File: config.mk
export PLATFORM = sky130hd
export DESIGN_NAME = imem_loader_flat
export DESIGN_NICKNAME = d
export VERILOG_FILES = /design/src/rtl/imem_loader_pkg.sv /design/src/rtl/imem_loader_if.sv /design/src/rtl/imem_loader_csum.sv /design/src/rtl/imem_loader.sv /design/src/flat_wrapper.sv
export SDC_FILE = /design/constraint.sdc
export NUM_CORES = 1
export LEC_CHECK = 0
export ABC_AREA = 1
export CAP_MARGIN = 20
export CORE_MARGIN = 3
export CORE_UTILIZATION = 52
export CTS_CLUSTER_SIZE = 16
export DETAILED_ROUTE_END_ITERATION = 10
export HOLD_SLACK_MARGIN = 0.03
export PLACE_DENSITY = 0.82
export SETUP_SLACK_MARGIN = 0.1
export SYNTH_ARGS = -nofsm -noshare
export SYNTH_HDL_FRONTEND = slang
export SYNTH_SLANG_ARGS = --single-unit
File: constraint.sdc
create_clock -name clock -period 2.2 [get_ports clock]
set_input_delay 0.33 -clock clock [delete_from_list [all_inputs] [get_ports clock]]
set_output_delay 0.33 -clock clock [all_outputs]
set_load 0.05 [all_outputs]
File: src/rtl/imem_loader_pkg.sv
// imem_loader_pkg: shared loader/processor definitions.
//   WORD_W     - instruction byte width
//   DEF_ADDR_W - default instruction-memory address width (matches the IF PC)
//   state_t    - loader FSM state encoding
package imem_loader_pkg;
   localparam int WORD_W = 8;
   localparam int DEF_ADDR_W = 8;
   typedef enum logic [2:0] {
      IDLE = 3'd0,
      LEN  = 3'd1,
      DATA = 3'd2,
      CHK  = 3'd3,
      DONE = 3'd4,
      ERR  = 3'd5
   } state_t;
endpackage

File: src/rtl/imem_loader_if.sv
// imem_loader_if: loader control, byte stream and instruction-memory write bus.
//   master (driver/observer side): start, in_valid, in_data out; the rest in
//   slave  (loader side): in_ready, mem_we, mem_addr, mem_wdata, cpu_hold, done, error out
interface imem_loader_if import imem_loader_pkg::*; #(parameter int ADDR_W = DEF_ADDR_W);
   logic start;
   logic in_valid;
   logic [WORD_W-1:0] in_data;
   logic in_ready;
   logic mem_we;
   logic [ADDR_W-1:0] mem_addr;
   logic [WORD_W-1:0] mem_wdata;
   logic cpu_hold;
   logic done;
   logic error;
   modport master (
      output start, in_valid, in_data,
      input  in_ready, mem_we, mem_addr, mem_wdata, cpu_hold, done, error
   );
   modport slave (
      input  start, in_valid, in_data,
      output in_ready, mem_we, mem_addr, mem_wdata, cpu_hold, done, error
   );
endinterface

File: src/rtl/imem_loader_csum.sv
// imem_loader_csum: 8-bit modulo-256 running sum with clear and enable.
//   clock, reset - system clock, async active-high reset
//   clr          - clear sum (has priority over en)
//   en           - add data to sum
//   data, sum    - input byte, running sum
module imem_loader_csum import imem_loader_pkg::*; (
   input  logic              clock,
   input  logic              reset,
   input  logic              clr,
   input  logic              en,
   input  logic [WORD_W-1:0] data,
   output logic [WORD_W-1:0] sum
);
   always_ff @(posedge clock or posedge reset)
      if (reset) sum <= '0;
      else if (clr) sum <= '0;
      else if (en) sum <= sum + data;
endmodule

File: src/rtl/imem_loader.sv
// imem_loader: streams a length byte plus N bytes into instruction memory, holding the CPU until done.
//   clock, reset - system clock, async active-high reset
//   bus (slave)  - start pulse, valid/ready byte stream, memory write port,
//                  cpu_hold / done / error status (all outputs registered)
//   IMEM_LOADER_CHECKSUM_EN - when defined, a trailing modulo-256 checksum byte
//                  is verified after the data (CHK state); mismatch leads to ERR
module imem_loader import imem_loader_pkg::*; #(
   parameter int ADDR_W    = DEF_ADDR_W,
   parameter int BASE_ADDR = 0
) (
   input logic        clock,
   input logic        reset,
   imem_loader_if.slave bus
);
   state_t state;
   logic [ADDR_W-1:0] count;
   logic [WORD_W-1:0] len;
   logic xfer;
   logic last;
   logic load_start;
   assign xfer = bus.in_valid & bus.in_ready;
   // len==0 wraps to 255 here, so a zero length means 256 bytes
   assign last = WORD_W'(count) == len - 1'b1;
   assign load_start = bus.start & (state == IDLE || state == DONE || state == ERR);
`ifdef IMEM_LOADER_CHECKSUM_EN
   logic [WORD_W-1:0] sum;
   imem_loader_csum u_csum (
      .clock(clock),
      .reset(reset),
      .clr  (load_start),
      .en   (xfer && state == DATA),
      .data (bus.in_data),
      .sum  (sum)
   );
`endif
   always_ff @(posedge clock or posedge reset)
      if (reset) begin
         state         <= IDLE;
         bus.in_ready  <= 1'b0;
         bus.mem_we    <= 1'b0;
         bus.mem_addr  <= ADDR_W'(BASE_ADDR);
         bus.mem_wdata <= '0;
         bus.cpu_hold  <= 1'b1;
         bus.done      <= 1'b0;
         bus.error     <= 1'b0;
         count         <= '0;
         len           <= '0;
      end else begin
         bus.mem_we <= 1'b0;
         if (load_start) begin
            state        <= LEN;
            bus.in_ready <= 1'b1;
            bus.cpu_hold <= 1'b1;
            bus.done     <= 1'b0;
            bus.error    <= 1'b0;
            count        <= '0;
         end else if (xfer && state == LEN) begin
            len   <= bus.in_data;
            state <= DATA;
         end else if (xfer && state == DATA) begin
            // write lands the cycle after the transfer
            bus.mem_we    <= 1'b1;
            bus.mem_addr  <= ADDR_W'(BASE_ADDR) + count;
            bus.mem_wdata <= bus.in_data;
            count         <= count + 1'b1;
            if (last) begin
`ifdef IMEM_LOADER_CHECKSUM_EN
               state <= CHK;
`else
               // release the pipeline together with the final write pulse
               state        <= DONE;
               bus.in_ready <= 1'b0;
               bus.done     <= 1'b1;
               bus.cpu_hold <= 1'b0;
`endif
            end
         end
`ifdef IMEM_LOADER_CHECKSUM_EN
         else if (xfer && state == CHK) begin
            state        <= bus.in_data == sum ? DONE : ERR;
            bus.in_ready <= 1'b0;
            bus.done     <= bus.in_data == sum;
            bus.error    <= bus.in_data != sum;
            bus.cpu_hold <= bus.in_data != sum;
         end
`endif
      end
endmodule

File: src/flat_wrapper.sv
// flat-port wrapper written by rule: the top's interface ports become plain ports
module imem_loader_flat import imem_loader_pkg::*;
#(
   parameter int ADDR_W    = DEF_ADDR_W,
   parameter int BASE_ADDR = 0
)
  (clock, reset, bus_start, bus_in_valid, bus_in_data, bus_in_ready, bus_mem_we, bus_mem_addr, bus_mem_wdata, bus_cpu_hold, bus_done, bus_error);
  imem_loader_if #(.ADDR_W(ADDR_W)) bus_i ();
  input logic clock;
  input logic reset;
  input wire logic [$bits(bus_i.start)-1:0] bus_start;
  input wire logic [$bits(bus_i.in_valid)-1:0] bus_in_valid;
  input wire logic [$bits(bus_i.in_data)-1:0] bus_in_data;
  output wire logic [$bits(bus_i.in_ready)-1:0] bus_in_ready;
  output wire logic [$bits(bus_i.mem_we)-1:0] bus_mem_we;
  output wire logic [$bits(bus_i.mem_addr)-1:0] bus_mem_addr;
  output wire logic [$bits(bus_i.mem_wdata)-1:0] bus_mem_wdata;
  output wire logic [$bits(bus_i.cpu_hold)-1:0] bus_cpu_hold;
  output wire logic [$bits(bus_i.done)-1:0] bus_done;
  output wire logic [$bits(bus_i.error)-1:0] bus_error;
  assign bus_i.start = bus_start;
  assign bus_i.in_valid = bus_in_valid;
  assign bus_i.in_data = bus_in_data;
  assign bus_in_ready = bus_i.in_ready;
  assign bus_mem_we = bus_i.mem_we;
  assign bus_mem_addr = bus_i.mem_addr;
  assign bus_mem_wdata = bus_i.mem_wdata;
  assign bus_cpu_hold = bus_i.cpu_hold;
  assign bus_done = bus_i.done;
  assign bus_error = bus_i.error;
  imem_loader #(.ADDR_W(ADDR_W), .BASE_ADDR(BASE_ADDR)) u_core (.clock(clock), .reset(reset), .bus(bus_i));
endmodule
[Word-level counts from Yosys, hierarchy flattened]
Index checks and enable logic that the tools add are counted.
Widths: inputs -> output; s select.
Word-level totals
  register bits after elaboration: 39
  input port bits: 12
  logic and storage cells: 53
Operators by class
  $add $sub $neg: 2
  equal/unequal tests: 6
  mux-type cells: 18
  bitwise gates (word level): 4
  reduce and logical (&&, ||, !) cells: 14
Operator list (number)
  $mux 8: 3
  $mux 3: 4
  $mux 1: 11
  $add 8x1->8 const B: 1
  $eq 8x8->1: 1
  $sub 8x1->8 const B: 1
  $eq 3x3->1 const B: 2
  $reduce_and 2->1: 3
  $reduce_and 3->1: 2
  $reduce_bool 3->1: 2
  $reduce_bool 2->1: 2
  $eq 3x1->1 const B: 1
  $eq 3x2->1 const B: 1
  $logic_not 3->1: 1
  $and 1x1->1: 2
  $logic_and 1x1->1: 2
  $logic_or 1x1->1: 2
  $ne 2x1->1 const B: 1
  $not 1->1: 2

[Longest topological paths before layout]
Gate-level depths: netlist of run 1.
  depth after elaboration: 6
  gate-level depth with buffers: 12
  mapped depth without buffers: 12

[Worst setup path after synthesis of run 1]
No wires, ideal clock.
  path type: reg2reg
  start point: reg u_core.bus.in_ready
  end point: reg u_core.count[2]
  setup time: 123 ps
  data arrival time: 1506 ps
  data required time: 2077 ps
  path slack: 572 ps
  stages on the path, launching flop included: 10
  buffers on the path: 0
  cells stage by stage: dfrtp_1 nand2_1 nor2_1 nand3_2 inv_2 nor2_2 inv_2 nand2_1 o21ai_1 a21oi_1
On the way
  word-level cells in the longest chain between the ends: 4
  elaborated cells on any way between the ends: 6
  those cells by class: 1 x eq/ne; 1 x bitwise; 4 x reduce/logical
RTL lines
  from (decl): line imem_loader_if.sv:21  | output in_ready, mem_we, mem_addr, mem_wdata, cpu_hold, done, error
  from (signal assigned): line imem_loader.sv:39  | bus.in_ready <= 1'b0;
  from (signal assigned): line imem_loader.sv:52  | bus.in_ready <= 1'b1;
  from (signal assigned): line imem_loader.sv:72  | bus.in_ready <= 1'b0;
  $and 1x1->1 (*): line imem_loader.sv:21  | assign xfer = bus.in_valid & bus.in_ready;
  $logic_and 1x1->1, on equally long branches: line imem_loader.sv:57, imem_loader.sv:60
  $ne 2x1->1 (no source line) or $reduce_bool 2->1 (tied branches)
  $reduce_and 2->1 (no source line) (*)
  to (signal assigned): line imem_loader.sv:65  | count <= count + 1'b1;
  to (decl): line imem_loader.sv:16  | logic [ADDR_W-1:0] count;
Every way passes the cells marked *; elsewhere a longest branch is shown, timed or not.
A chain may end at the register's enable or synchronous reset.

[Final worst setup path of run 1]
  start point: reg u_core.bus.cpu_hold
  end point: out bus_cpu_hold
RTL lines
  from (decl): line imem_loader_if.sv:21
  from (signal assigned): line imem_loader.sv:43  | bus.cpu_hold <= 1'b1;
  from (signal assigned): line imem_loader.sv:53  | bus.cpu_hold <= 1'b1;
  from (signal assigned): line imem_loader.sv:74  | bus.cpu_hold <= 1'b0;
  to (decl): line flat_wrapper.sv:18  | output wire logic [$bits(bus_i.cpu_hold)-1:0] bus_cpu_hold;
No word-level cell between the ends.

==> run summary, run 1 <==
The flow ran to the end, and the final reports show no timing, DRC or antenna violations. The synthesized area is 0.00190 mm^2. The remaining global-route overflow came out at 0. The wire length reported by the detailed router came out at 3670 um. In the final timing run, aggregate negative setup slack is 0 ps. The number of placement rows is 21. Once detail routing completed, the nets flagged for antenna violations numbered 0. The power per unit of standard cell area came out at 1560 mW/mm^2. The initial antenna violation count came out at 0. Counting the buffers created by CTS gives 5. Entering global routing, the biggest net connects 40 pins. Counting tap cells, the placed design contains a total of 308 instances. The relative slew slack came out at 66.2%. The multi-input combinational cell area came out at 792 um^2. The maximum buffer depth of the clock tree is 2. The footprint of the flip-flops and latches came out at 977 um^2. In this run the worst path has a maximum fanout of 2. The type of destination of the critical path is a primary output. The slowest stage of the critical path belongs to the cell clkdlybuf4s50_1.

The via density per instance came out at 4.87. The first global-routing pass estimated 6420 um of wire. The number of resized instances in the post-cts repair step is 0.

Yosys mapped a number of flops with a built-in enable equal to 0. The post-route clock skew came out at 7.10 ps. The root cell of the clock tree is clkbuf_4. The end of the worst register-to-register path is u_core.bus.in_ready. The hold violation count in the final report is 0. The maximum level of the CTS H-tree came out at 2.

The number of buffer cells added on primary ports came out at 31. Routability-driven placement finished with a final weighted congestion of 0.829. In this run, post-CTS hold repair placed 0 buffers. The die covers 0.00442 mm^2. Global routing consumed, over all layers together, 19.7% of the routing resources. The post-synthesis cell type count came out at 29. The worst path uses 91.7% of the clock period. The clock net sink count is 39.

The final cell utilization of the core is 68.4%. For this design the static power due to leakage is 1.13 nW. The routed length per placed instance came out at 11.6 um.

The detailed-route wire length on metal 1 came out at 1670 um. The type of the worst setup path is flop to primary output. The final period demand of the worst path came out at 2020 ps. In this run, synthesis produced a sequential element count of 39. The area inside the core boundary came out at 0.00342 mm^2. Wire segments on met2 add up to 1740 um in the final route. At the pin with the least slew margin, the transition time is 505 ps. The count of antenna diodes in the layout is 0. From synthesis to final layout, the design area changed by 22.8%. The number of warnings reported in the yosys synthesis log is 0. The mean area per synthesized cell came out at 8.20 um^2. The max-capacitance violation count came out at 0.

The number of buffers and inverters on the critical path is 1. The overall die width came out at 66.5 um. The final critical-path setup slack came out at 184 ps. The total DRC errors in the routed layout came out at 0. Summing the sequential cell areas from Yosys gives 51.4% of the chip area.

nand2_1 is the most common cell in the netlist. The number of global-route vias before repair came out at 1,461. The synthesized net count came out at 246. The setup slack of the most critical reg-to-reg path came out at 390 ps. After synthesis, the share of flip-flops with an asynchronous set or reset is 100%. Setup violations remaining at the end of the flow were counted as 0. The data arrival time of the critical path is 1690 ps. For this run, the slowest stage of the critical path takes 790 ps. The share of synthesized area in the top cell type comes to 50.0%. The count of final max-slew check failures is 0. Once the floorplan was initialized, standard cells occupied 55.7% of the core. The post-CTS repair timing setup buffer count is 0. The count of pins on the block boundary came out at 33. The cell area after placement is 0.00228 mm^2. The leading area contributor after synthesis is dfrtp_1. By count the netlist is led by nand2_1 (79), dfrtp_1 (38), inv_1 (22), o21ai_0 (22), nor2_1 (14). The finished layout holds 316 standard cells, fillers aside.

The die extent in y is 66.5 um. For the worst-skew pair, the clock arrives at the later sink with an insertion delay of 350 ps. The tightest min-delay check is of the primary input to asynchronous set/reset pin type. The critical path required time came out at 1870 ps. The net count of the finished layout is 283.

The origin of the critical flop-to-flop path is u_core.len[0]. VDD sags by at most 873 uV. The number of cells on the worst reg-to-reg path is 12.

TritonCTS built the clock tree. The overall via count from detail_route came out at 1,539. The signal on the critical path passes through clkdlybuf4s50_1. The number of design-rule violations left by the first detailed-router iteration came out at 58.

The total half-perimeter wirelength after legalization and detailed placement came out at 2760 um. By area the synthesized netlist is led by dfrtp_1 (50%), nand2_1 (16%), o21ai_0 (5.8%). The met3 layer wire length in the routed design came out at 208 um. After routing the design area is 0.00234 mm^2.

STA classifies the critical path startpoint as a flop. Fill cells in the final layout number 297. On the critical path the largest part of the delay comes from buffers and inverters. The worst slack at placement is 404 ps. The detailed-router iteration count before antenna repair is 4.

The uppermost signal routing layer after detailed routing is met4. The number of cells produced by synthesis came out at 232. Timing would allow up to 496 MHz. Setup repair after global routing left no endpoint under its margin. The fraction of final layout cells with drive strength greater than 1 came out at 12.6%. The clock-pin slew of the registers on the worst-case setup and hold paths is 100 ps. For this run, the leading register cell type out of synthesis is dfrtp_1.
==> logic make-up after synthesis <==
logic type	Yosys count	synth area share [%]
xor+xnor	7	3.22
flops	39	51.4
buf+inv	34	6.97
other cells	1	0.197
simple gates	118	28.1
fa+ha+maj	2	1.32
compound gates	31	8.82
==> through the flow <==
step	power (mW)	hold WS (ps)
6_report	3.65	378
5_1_grt	3.95	422
4_1_cts	3.69	384
3_5_place_dp	3.30	464
3_3_place_gp	3.24	455
2_1_floorplan	2.72	440
==> per-layer routing <==
| metal | up-vias | GRT usage, % |
|---|---|---|
| li1 | 800 | - |
| met1 | 700 | 25.3 |
| met2 | 33 | 31.0 |
| met3 | 6 | 7.25 |
| met4 | 0 | 6.09 |
| met5 | - | 0 |
==> worst max-delay path by stage <==
stage / startpoint / to / slack [ps] / cells past startpoint
final: u_core.bus.cpu_hold / bus_cpu_hold / 180 / 1
after global routing: u_core.bus.cpu_hold / bus_cpu_hold / 120 / 1
after CTS: u_core.bus.cpu_hold / bus_cpu_hold / 170 / 1
after detailed placement: u_core.len[0] / u_core.bus.in_ready / 400 / 12
after global placement: u_core.len[0] / u_core.bus.in_ready / 440 / 12
after floorplan: u_core.bus.in_ready / u_core.count[2] / 570 / 9
==> placed cells by master, fill, tap and decap left out, drive strengths merged, types with 7 or more instances in the layout <==
cell type and count:
nand3 12, dfrtp 38, o21ai 24, clkdlybuf4s50 31
nor2 18, nand2 82, inv 29, clkbuf 7
==> registers in the layout (all words and copies together) (netlist names) <==
register / count
u_core.state: 3
u_core.bus.mem_wdata: 8
u_core.bus.cpu_hold: 1
u_core.len: 8
u_core.bus.in_ready: 1
u_core.bus.mem_addr: 8
u_core.bus.mem_we: 1
u_core.bus.done: 1
u_core.count: 8
==> cell type report <==
class,instances,area share (%)
Multi-Input combinational cell,159,33.9
Timing Repair Buffer,35,14.6
Sequential cell,39,41.8
Clock buffer,7,2.36
Clock inverter,1,0.214
Inverter,29,4.66
Tap cell,46,2.46
==> power by group <==
group / internal (mW) / total (mW) / switching, mW
Sequential: 1.01 / 1.24 / 0.231
Clock: 0.155 / 0.375 / 0.220
Combinational: 0.682 / 2.03 / 1.35
Total: 1.85 / 3.65 / 1.80
Note: power is estimated with default switching activity, not from simulation.
==> run 2, diff against run 1 <==
--- a/config.mk
+++ b/config.mk
@@ -6,7 +6,9 @@
 export NUM_CORES = 1
 export LEC_CHECK = 0
 export ABC_AREA = 1
-export CAP_MARGIN = 20
+export ABC_CLOCK_PERIOD_IN_PS = 2200
+export CAP_MARGIN = 0
+export CORE_ASPECT_RATIO = 0.75
 export CORE_MARGIN = 3
 export CORE_UTILIZATION = 52
 export CTS_CLUSTER_SIZE = 16
==> run summary, run 2 (synthesis results as in run 1) <==
The flow ran to the end, and the final reports show no timing, DRC or antenna violations. The initial antenna violation count is 0. The number of buffers and inverters on the critical path came out at 1.

The maximum level of the CTS H-tree is 2. The path class of the tightest hold or removal check is primary input to asynchronous set/reset pin. Setup repair after global routing left no endpoint under its margin.

For this block, the via count after detailed routing is 1,534. The internal power came out at 2.15 mW. The period utilization is 88.9%. The worst setup path is launched from a flop. Static timing analysis puts the maximum clock frequency at 511 MHz.

The final period demand of the worst path came out at 1960 ps. For flop-to-flop paths, the worst setup slack is 450 ps. Across all hold checks on the routed design, the worst slack comes to 462 ps.

The fraction of power spent switching nets came out at 45.6%. The number of setup violations in the final report is 0. Global routing used 17.9% of the available tracks across all layers. The routed length per placed instance came out at 11.1 um. The number of placement rows came out at 18. Data arrives at the worst endpoint at 1630 ps. Input and output buffers added on the ports amount to 31. Once detailed placement completed, the half-perimeter wirelength came to 2600 um. The overall die width is 75.8 um.

For this design the total switching power over the nets is 1.80 mW. The count of pins on the block boundary is 33. The power per unit of standard cell area is 1640 mW/mm^2. Once the floorplan was initialized, standard cells occupied 55.9% of the core. TritonCTS built the clock tree.

The number of buffers inserted during clock tree synthesis is 5. The die covers 0.00443 mm^2. The total DRC errors in the routed layout came out at 0. The type of the worst setup path is flop to primary output.

The clock latency on the worst-skew pair came out at 290 ps. In the final layout, the multi-input gates occupy 792 um^2. The number of design-rule violations left by the first detailed-router iteration is 63. At the pin with the least slew margin, the transition time is 498 ps. At the placement stage, the worst setup path has a slack of 449 ps. The remaining global-route overflow is 0.

STA puts the critical path data required time at 1870 ps. The relative slew slack came out at 66.7%. The clock network is responsible for 17.5% of the overall power. Among all stages on the critical path, the largest delay is contributed by clkdlybuf4s50_1. The post-layout total power is 3.95 mW. The fraction of final layout cells with drive strength greater than 1 is 12.6%. The aggregate negative setup slack is 0 ps. The post-CTS repair timing setup buffer count came out at 0. After filler insertion, the fill cell instance count of the layout stands at 273.

Broken down by cell family, the worst path's largest delay share belongs to buffers and inverters. The worst register-to-register path ends at u_core.state[1]. The wire length reported by the detailed router is 3560 um. The area inside the core boundary came out at 0.00340 mm^2. The number of nets with antenna violations after routing is 0. The final critical-path setup slack is 244 ps. The final cell utilization of the core is 71.0%.

The signed area change from the synthesized netlist to the final layout came out at 26.9%. The number of cells on the worst reg-to-reg path is 12. The number of resized instances in the post-cts repair step is 0.

The longest clock path from root to sink contains 2 buffers. Sequential cells account for 31.3% of the total power. The hold violation count in the final report came to 0.

Traced cell by cell, the critical path runs through clkdlybuf4s50_1. The startpoint identified for the worst register-to-register timing path is u_core.len[0]. The footprint of the flip-flops and latches is 977 um^2. The post-route clock skew came out at 5.05 ps. The hold-fix buffer count after cts is 0. In this run the worst path has a maximum fanout of 2.

The worst setup path is captured at a primary output. In the layout the commonest cells are nand2_1 (79), dfrtp_1 (38), clkdlybuf4s50_1 (31). The worst supply voltage drop on vdd came out at 914 uV. Across the run, the number of max-cap violations was 0. Dividing the detail-routed via count by the number of cells gives 4.79. The cell sitting at the root of the clock tree is a clkbuf_8. After the last flow step, the layout net total stands at 283.

The combinational cell fraction of total power is 51.2%. The count of final max-slew check failures came out at 0. The first TritonRoute pass finished after 4 iterations. The first global-routing pass estimated 5930 um of wire.

Entering global routing, the biggest net connects 40 pins. The weighted congestion at the end of routability-driven global placement is 0.862. The clock net sink count came out at 39.

The leakage power came out at 1.16 nW. The clock-pin slew of the registers on the worst-case setup and hold paths came out at 70 ps. The count of antenna diodes in the layout is 0. The most common cell after layout, fill and taps aside is nand2_1. The number of global-route vias before repair came out at 1,360.

The maximum cell stage delay along the critical path came out at 800 ps. The die extent in y is 58.4 um.
## run 2: cell count changes in the layout (fill, tap and decap cells not counted), sizes merged
| cell | before | now |
|---|---|---|
| clkbuf | 7 | 6 |
| bufinv | 0 | 2 |
| clkinv | 1 | 0 |
## run 2: cell type report
class,instances,share of cell area [%]
well taps,50,2.59
clock inverters,2,2.49
repair buffers,35,14.1
inverters,29,4.51
multi-input cells,159,32.8
clock buffers,6,3.01
flip-flops and latches,39,40.5
## run 2: worst min-delay path, delay by kind of cell
family / cells / cell delay [ps]
buffers and inverters: 3 / 850
## run 2: routing by layer
metal | global-route usage (%) | part of all wire (%) | vias to the layer above
met5 | 0 | 0 | -
met4 | 5.99 | 1.1 | 0
met3 | 4.95 | 6.1 | 5
met2 | 25.7 | 41 | 42
met1 | 26.2 | 52 | 695
li1 | - | - | 792
## run 2: how the worst max path moves through the flow
stage / startpoint / slack (ps) / to / cells after the start
finish: u_core.bus.cpu_hold / 240 / bus_cpu_hold / 1
global route: u_core.bus.cpu_hold / 210 / bus_cpu_hold / 1
CTS: u_core.bus.cpu_hold / 230 / bus_cpu_hold / 1
detailed placement: u_core.len[0] / 450 / u_core.state[1] / 12
global placement: u_core.len[0] / 520 / u_core.state[1] / 12
floorplan: u_core.bus.in_ready / 570 / u_core.count[2] / 9
## run 2: power by group through the flow
| stage | clock network [mW] | logic, mW | registers (mW) |
|---|---|---|---|
| finish | 0.692 | 2.02 | 1.24 |
| floorplan | 0 | 1.01 | 1.71 |
| detailed placement | 0 | 2.03 | 1.25 |
| global placement | 0 | 2.00 | 1.24 |
| global route | 0.737 | 2.23 | 1.28 |
| CTS | 0.702 | 2.04 | 1.24 |
## run 2: through the flow
| stage | std cells | instance area (um^2) |
|---|---|---|
| 6_report | 320 | 2410 |
| 2_1_floorplan | 232 | 1900 |
| 3_5_place_dp | 312 | 2280 |
| 4_1_cts | 320 | 2410 |
| 5_1_grt | 320 | 2410 |
| 3_3_place_gp | 312 | 2280 |
==> run 3, diff against run 2 <==
--- a/config.mk
+++ b/config.mk
@@ -11,6 +11,7 @@
 export CORE_ASPECT_RATIO = 0.75
 export CORE_MARGIN = 3
 export CORE_UTILIZATION = 52
+export CTS_BUF_LIST = sky130_fd_sc_hd__clkbuf_4 sky130_fd_sc_hd__clkbuf_8 sky130_fd_sc_hd__clkbuf_16
 export CTS_CLUSTER_SIZE = 16
 export DETAILED_ROUTE_END_ITERATION = 10
 export HOLD_SLACK_MARGIN = 0.03
==> run summary, run 3 (synthesis results as in run 1) <==
The area inside the core boundary came out at 0.00340 mm^2. The number of cells on the worst reg-to-reg path is 12. The hold-fix buffer count after cts came out at 0.

The library cells used most frequently in the layout, excluding fill and tap cells, are nand2_1 (79), dfrtp_1 (38), clkdlybuf4s50_1 (31). The type of the worst setup path is flop to primary output. The origin of the critical flop-to-flop path is u_core.len[0]. The post-route clock skew came out at 5.05 ps. Measured along the x axis, the die boundary spans 75.8 um. The wire length reported by the detailed router came out at 3560 um. In this run the count of I/O pins placed on the die edge is 33. The worst supply voltage drop on vdd is 914 uV. The worst setup path is launched from a flop. The final period demand of the worst path is 1960 ps.

The initial antenna violation count is 0. In this run the cell area measured after placement is 0.00228 mm^2. After global routing the overflow that remains totals 0. The maximum cell stage delay along the critical path came out at 800 ps. Setup repair after global routing left no endpoint under its margin. The via density per instance came out at 4.79. Of all nets on the critical path, the largest fanout is 2. The finished cells cover 0.00242 mm^2. The run finished with clean final reports. The pin slew with the least headroom to its limit is 498 ps. The pre-antenna-repair detailed-routing pass consisted of 4 iterations.

The number of resized instances in the post-cts repair step is 0. The count of antenna diodes in the layout came out at 0. The number of global-route vias before repair was 1,360. The signal on the critical path passes through clkdlybuf4s50_1.

The most common cell after layout, fill and taps aside is nand2_1. Clock-pin slew was measured on the worst setup and hold paths at 70 ps. The number of buffers and inverters on the critical path came out at 1. The count of final max-slew check failures came out at 0.

The weighted congestion at the end of routability-driven global placement is 0.862. The slowest stage of the critical path belongs to the cell clkdlybuf4s50_1. Headroom to the max-slew limit came out at 66.7%. The all-layer global routing usage came out at 17.9%.

The critical path required time is 1870 ps. The hold violation count in the final report is 0. The end of the worst register-to-register path is u_core.state[1]. Registers take 977 um^2. Compared with the post-synthesis result, the final layout area differs by 27.1%. For this configuration, the core starts out at a cell density of 55.9%.

The overall via count from detail_route is 1,534. The critical path starts at u_core.bus.cpu_hold. The highest clock frequency the design can meet came out at 511 MHz. The routed length per placed instance came out at 11.1 um.

The power per unit of standard cell area came out at 1640 mW/mm^2. The final cell utilization of the core is 71.1%. The die extent in y came out at 58.4 um.

In this run the deepest clock path goes through 2 buffers. The data arrival time of the critical path came out at 1630 ps. After clock tree synthesis, the setup repair step added 0 buffers.

In this run, the number of DRC markers left after iteration 0 of detailed routing was 63. At the later pin of the worst-skew pair, clock insertion delay measures 290 ps. The cell family contributing the most delay on the critical path is buffers and inverters. The setup check on the worst reg-to-reg path leaves a slack of 450 ps. The worst setup path is captured at a primary output. The leakage power came out at 1.17 nW. The number of setup violations in the final report came out at 0. In the final timing run, aggregate negative setup slack is 0 ps.

The root cell of the clock tree is clkbuf_8. The first-pass GRT wire length came out at 5930 um. The max-capacitance violation count came out at 0. The number of buffer cells added on primary ports came out at 31. The total half-perimeter wirelength after legalization and detailed placement came out at 2600 um.

The number of clock buffers added by TritonCTS is 5. The maximum level of the CTS H-tree is 2. After detailed routing, the number of remaining DRC violations is 0. The number of placement rows came out at 18. The final critical-path setup slack came out at 244 ps. The period utilization came out at 88.9%. Counting the fill cells in the layout gives 273. In this run the number of cells on the critical path is 1. In the final layout, the multi-input gates occupy 792 um^2. TritonCTS built the clock tree. The clock net sink count is 39. For this run, the post-layout net count is 283. The min-delay analysis places its worst path in the category primary input to asynchronous set/reset pin. In the final layout, the share of cells above drive strength 1 is 13.0%. The number of nets with antenna violations after routing came out at 0.

The worst slack at placement came out at 449 ps. The total die area came out at 0.00443 mm^2. Entering global routing, the biggest net connects 40 pins.
## run 3: routing by layer
layer | routed length (um) | GRT usage, % | up-vias
li1 | - | - | 792
met1 | 1850 | 26.2 | 695
met2 | 1450 | 25.7 | 42
met3 | 218 | 4.95 | 5
met4 | 40 | 5.99 | 0
met5 | 0 | 0 | -
## run 3: metrics by stage
step / hold WS (ps) / cells / total power [mW]
final: 462 / 320 / 3.97
after global routing: 489 / 320 / 4.26
after CTS: 471 / 320 / 4.00
after detailed placement: 464 / 312 / 3.28
after global placement: 464 / 312 / 3.24
after floorplan: 440 / 232 / 2.72
## run 3: where the power goes
part / internal [mW] / leakage [nW] / switching (mW)
Clock: 0.465 / 0.0688 / 0.239
Combinational: 0.681 / 0.607 / 1.34
Sequential: 1.02 / 0.491 / 0.223
Total: 2.16 / 1.17 / 1.80
## run 3: cell type report
type                       count  area share, %
sequential                    39           40.4
multi-input combinational    159           32.8
timing repair buffer          35           14.1
inverter                      29           4.50
clock buffer                   6           3.16
tap                           50           2.59
clock inverter                 2           2.48
## run 3: worst reg2reg max path: stages (launching register included)
cell,delay [ps]
dfrtp_1,390
inv_1,100
ha_1,310
inv_1,60
nand2_1,40
nand2_1,60
nand2_1,50
nor2_1,90
nand3_1,180
nor2_8,140
nand3_2,90
nand2_1,80
nand2_1,50
## run 3: worst max-delay path by stage
stage                      endpoint  slack, ps
floorplan           u_core.count[2]        570
global placement    u_core.state[1]        520
detailed placement  u_core.state[1]        450
CTS                    bus_cpu_hold        230
global route           bus_cpu_hold        210
finish                 bus_cpu_hold        240
==> RTL edit 1, RTL diff (settings of run 2) <==
Change the package constant `DEF_ADDR_W` from 8 to 9.
--- a/src/rtl/imem_loader_pkg.sv
+++ b/src/rtl/imem_loader_pkg.sv
@@ -4,7 +4,7 @@
 //   state_t    - loader FSM state encoding
 package imem_loader_pkg;
    localparam int WORD_W = 8;
-   localparam int DEF_ADDR_W = 8;
+   localparam int DEF_ADDR_W = 9;
    typedef enum logic [2:0] {
       IDLE = 3'd0,
       LEN  = 3'd1,
Ports: changed (resized bus_mem_addr); port bits go from 33 to 34. No check against the original RTL was run, so the function may have changed too.
==> RTL edit 1 against run 2 <==
Final area grew 1.7%; register-to-register slack gained 0.03 ns; synthesized cell count grew 9.5%; critical path depth is the same; sequential cell count grew 2; routed wire length grew 18%; total power shrank 6.9%; worst setup slack gained 0.016 ns; synthesized area grew 4.6%; count of clock-buffer cells in the layout is the same; critical path type unchanged.
==> RTL edit 1: results (changes against run 2) <==
stage,metric,value,unit,change
run_status,outcome,completed,,
final_layout,multi-input gate count,175,,+10%
synth,Synth Instances,254,,+9.5%
placed_design,DPL Wire Length,3090,um,+19%
final_layout,Inverters,31,,+6.9%
final_layout,post-route insts no fill,342,,+6.9%
placed_design,DP Cell Count,334,,+7.1%
placed_design,I/O Buffers,32,,+3.2%
final_layout,share of layout cells above drive strength 1,6.51,%,-6.1 points
final_layout,nets,305,,+7.8%
global_route,met3 Resource Use GR,4.71,%,-0.24 points
sta,Worst-Margin Slew,0.516,ns,+0.0179 ns
final_layout,buffering overhead,14.6,%,+0.48 points
global_route,global-route usage over all layers,21.3,%,+3.4 points
routing,Metal-1 WL,2070,um,+12%
synth,Post-Syn Nets,268,,+8.9%
final_layout,multi-input logic portion of the cell area,32.9,%,+0.076 points
synth,most frequent cells after synthesis,"93 x nand2_1, 40 x dfrtp_1, 31 x inv_1, 22 x nor2_1, 19 x o21ai_0",,
power_and_ir_drop,Sw Share,48.1,%,+2.5 points
routing,metal3 WL,258,um,+19%
power_and_ir_drop,power per standard cell area,1500,nW/um^2,-8.4%
power_and_ir_drop,comb pwr,1.92,mW,-5%
sta,Setup Skew,0.00668,ns,+0.00163 ns
placed_design,gp weighted congestion,0.883,,+2.4%
synth,"top cells by area, synth","dfrtp_1 50%, nand2_1 18%, inv_1 5.8%",,
routing,vias,1699,,+11%
routing,DR iter-0 viols,118,,+87%
placed_design,setup slack at placement,0.196,ns,-0.253 ns
die,Die W,77.4,um,+2.1%
final_layout,Reg area,1030,sq um,+5.1%
synth,#FFs+latches synth,41,,+5.1%
power_and_ir_drop,VDD IR max,0.957,mV,+4.7%
synth,post-synthesis cell type count,25,,-14%
global_route,vias in the first global route,1635,,+20%
synth,register area share after synthesis,51.6,%,+0.25 points
## RTL edit 1: worst paths after layout
kind	start	endpoint	slack (ns)	cells after the start
max	u_core.bus.cpu_hold	bus_cpu_hold	0.26	1
min	reset	u_core.count[1]	0.46	3
max reg2reg	u_core.len[0]	u_core.state[1]	0.48	12
min reg2reg	u_core.bus.cpu_hold	u_core.bus.cpu_hold	0.48	2
max in group asynchronous	reset	u_core.bus.cpu_hold	1.37	3
min in group clock	u_core.bus.cpu_hold	u_core.bus.cpu_hold	0.48	2
## RTL edit 1: logic make-up (layout without fill, tap and decap cells)
logic type / count (synthesis) / count (layout) / share of synthesized area (%)
AOI/OAI and AO/OA: 29 / 29 / 7.92
xor gates and xnor gates: 7 / 7 / 3.08
adders and majority gates: 2 / 2 / 1.26
buffers and inverters: 38 / 76 / 7.80
DFF: 41 / 41 / 51.6
other: 1 / 1 / 0.188
and+or+nand+nor: 136 / 136 / 28.1
==> RTL edit 2, RTL diff (flow settings as in run 2) <==
Without the edit above. Reset style: synchronous (`reset`), changed in one clocked block. Comments in the files are not updated.
--- a/src/rtl/imem_loader.sv
+++ b/src/rtl/imem_loader.sv
@@ -33,7 +33,7 @@
       .sum  (sum)
    );
 `endif
-   always_ff @(posedge clock or posedge reset)
+   always_ff @(posedge clock)
       if (reset) begin
          state         <= IDLE;
          bus.in_ready  <= 1'b0;
Function: differs if reset is asserted again (counterexample within 4 cycles, from zero or initial values and one cycle with reset high); with reset held inactive, the same outputs for 10 cycles.
==> RTL edit 2 against run 2 <==
Routed wire length increased by 15%; final area is 11% lower; non-clock buffer count up 2; worst setup slack improved by 0.15 ns; register-to-register slack lost 0.02 ns; sequential cell count unchanged; utilization down 0.22 points; global-route usage grew 4.1 points; synthesized area fell by 11%.
Power is not compared: it rests on default switching activity, and its combinational part moved more than twofold at a synthesized area within 25%.
==> RTL edit 2: results (changes against run 2) <==
stage,metric,value,unit,change
run_status,outcome,completed,,
cts,post-CTS setup buffers,0,,unchanged
worst_setup_path,crit-path max FO,3,,+1
global_route,global-route usage over all layers,22.0,%,+4.1 points
routing,DR iter-0 viols,117,,+86%
worst_setup_path,internal reg-to-reg setup slack,0.43,ns,-0.02 ns
synth,Post-Syn Nets,249,,+1.2%
synth,register area share after synthesis,46.1,%,-5.3 points
global_route,met3 Resource Use GR,7.27,%,+2.3 points
global_route,global-route wire length before repair,6840,um,+15%
worst_setup_path,worst r2r dst,u_core.state[1],,
synth,"top cells by area, synth","dfxtp_1 46%, nand2_1 9.1%, o21ai_0 8.9%",,
placed_design,DPL Wire Length,2960,um,+14%
synth,most common flop cell mapped by yosys,dfxtp_1,,
worst_setup_path,crit path to,bus_in_ready,,
worst_setup_path,"Arr. time, crit path",1.48,ns,-0.15 ns
sta,Worst-Margin Slew,0.516,ns,+0.0181 ns
synth,adder-cell share of the synthesized area,1.48,%,+0.16 points
synth,most frequent cells after synthesis,"41 x nand2_1, 39 x dfxtp_1, 31 x nor2_1, 30 x o21ai_0",,
worst_setup_path,Reg2Reg Depth,13,,+1
routing,drt via density,5.21,,+8.7%
placed_design,DP Area,2050,sq um,-9.9%
synth,post-synthesis cell type count,27,,-6.9%
worst_setup_path,Setup crit start,u_core.bus.in_ready,,
global_route,largest net degree at the start of global routing,21,,-48%
synth,Post-Synth XOR/XNOR Area,1.03,%,-2.2 points
cts,Clock Path Buffers,2,,unchanged
routing,WL/cell,13.2,um,+19%
global_route,grt met1 use,33.4,%,+7.2 points
global_route,GR Util met2,28.5,%,+2.8 points
sta,Setup Skew,0.0108,ns,+0.00579 ns
worst_hold_path,worst min-delay path class,reg2reg,,
placed_design,gp weighted congestion,0.889,,+3.1%
final_layout,nets,285,,+0.71%
global_route,vias in the first global route,1445,,+6.3%
-- RTL edit 2: cell types whose count changed in the layout (fill, tap and decap cells not counted), sizes merged, moves of 3 or more --
cell,before,now
dfrtp,38,0
nor2,18,36
inv,29,26
xnor2,4,1
dfxtp,0,39
o21ai,24,31
nand2,82,43
a21oi,4,26
-- RTL edit 2: worst min-delay path by stage --
| stage | slack (ns) | startpoint | cells past startpoint | endpoint |
|---|---|---|---|---|
| 2_1_floorplan | 0.40 | reset | 1 | u_core.bus.mem_we |
| 3_3_place_gp | 0.44 | u_core.bus.cpu_hold | 2 | u_core.bus.cpu_hold |
| 3_5_place_dp | 0.45 | u_core.bus.cpu_hold | 2 | u_core.bus.cpu_hold |
| 4_1_cts | 0.46 | u_core.bus.cpu_hold | 2 | u_core.bus.cpu_hold |
| 5_1_grt | 0.48 | u_core.bus.done | 2 | u_core.bus.done |
| 6_report | 0.46 | u_core.bus.cpu_hold | 2 | u_core.bus.cpu_hold |
-- RTL edit 2: metal layers --
layer  wire [um]  up-vias
li1            -      834
met1        2090      721
met2        1610       48
met3         320        7
met4          65        0
met5           0        -
-- RTL edit 2: layout make-up --
class / count / area, sq um
multi-input cells: 162 / 773
clock inverters: 2 / 13.8
inverters: 26 / 97.6
clock buffers: 5 / 68.8
flip-flops and latches: 39 / 781
repair buffers: 37 / 355
well taps: 38 / 47.5
fillers: 254 / 883
-- RTL edit 2: metrics by stage --
stage,cells,power (mW),worst slack [ns]
detailed placement,302,0.867,0.289
CTS,309,1.32,0.401
global route,309,1.37,0.254
finish,309,1.32,0.394
global placement,302,0.865,0.358
floorplan,235,0.819,0.538
-- RTL edit 2: power by group --
group | switching [mW] | total, mW | internal (mW)
logic | 0.0797 | 0.131 | 0.0515
registers | 0.00787 | 0.723 | 0.715
clock network | 0.246 | 0.463 | 0.217
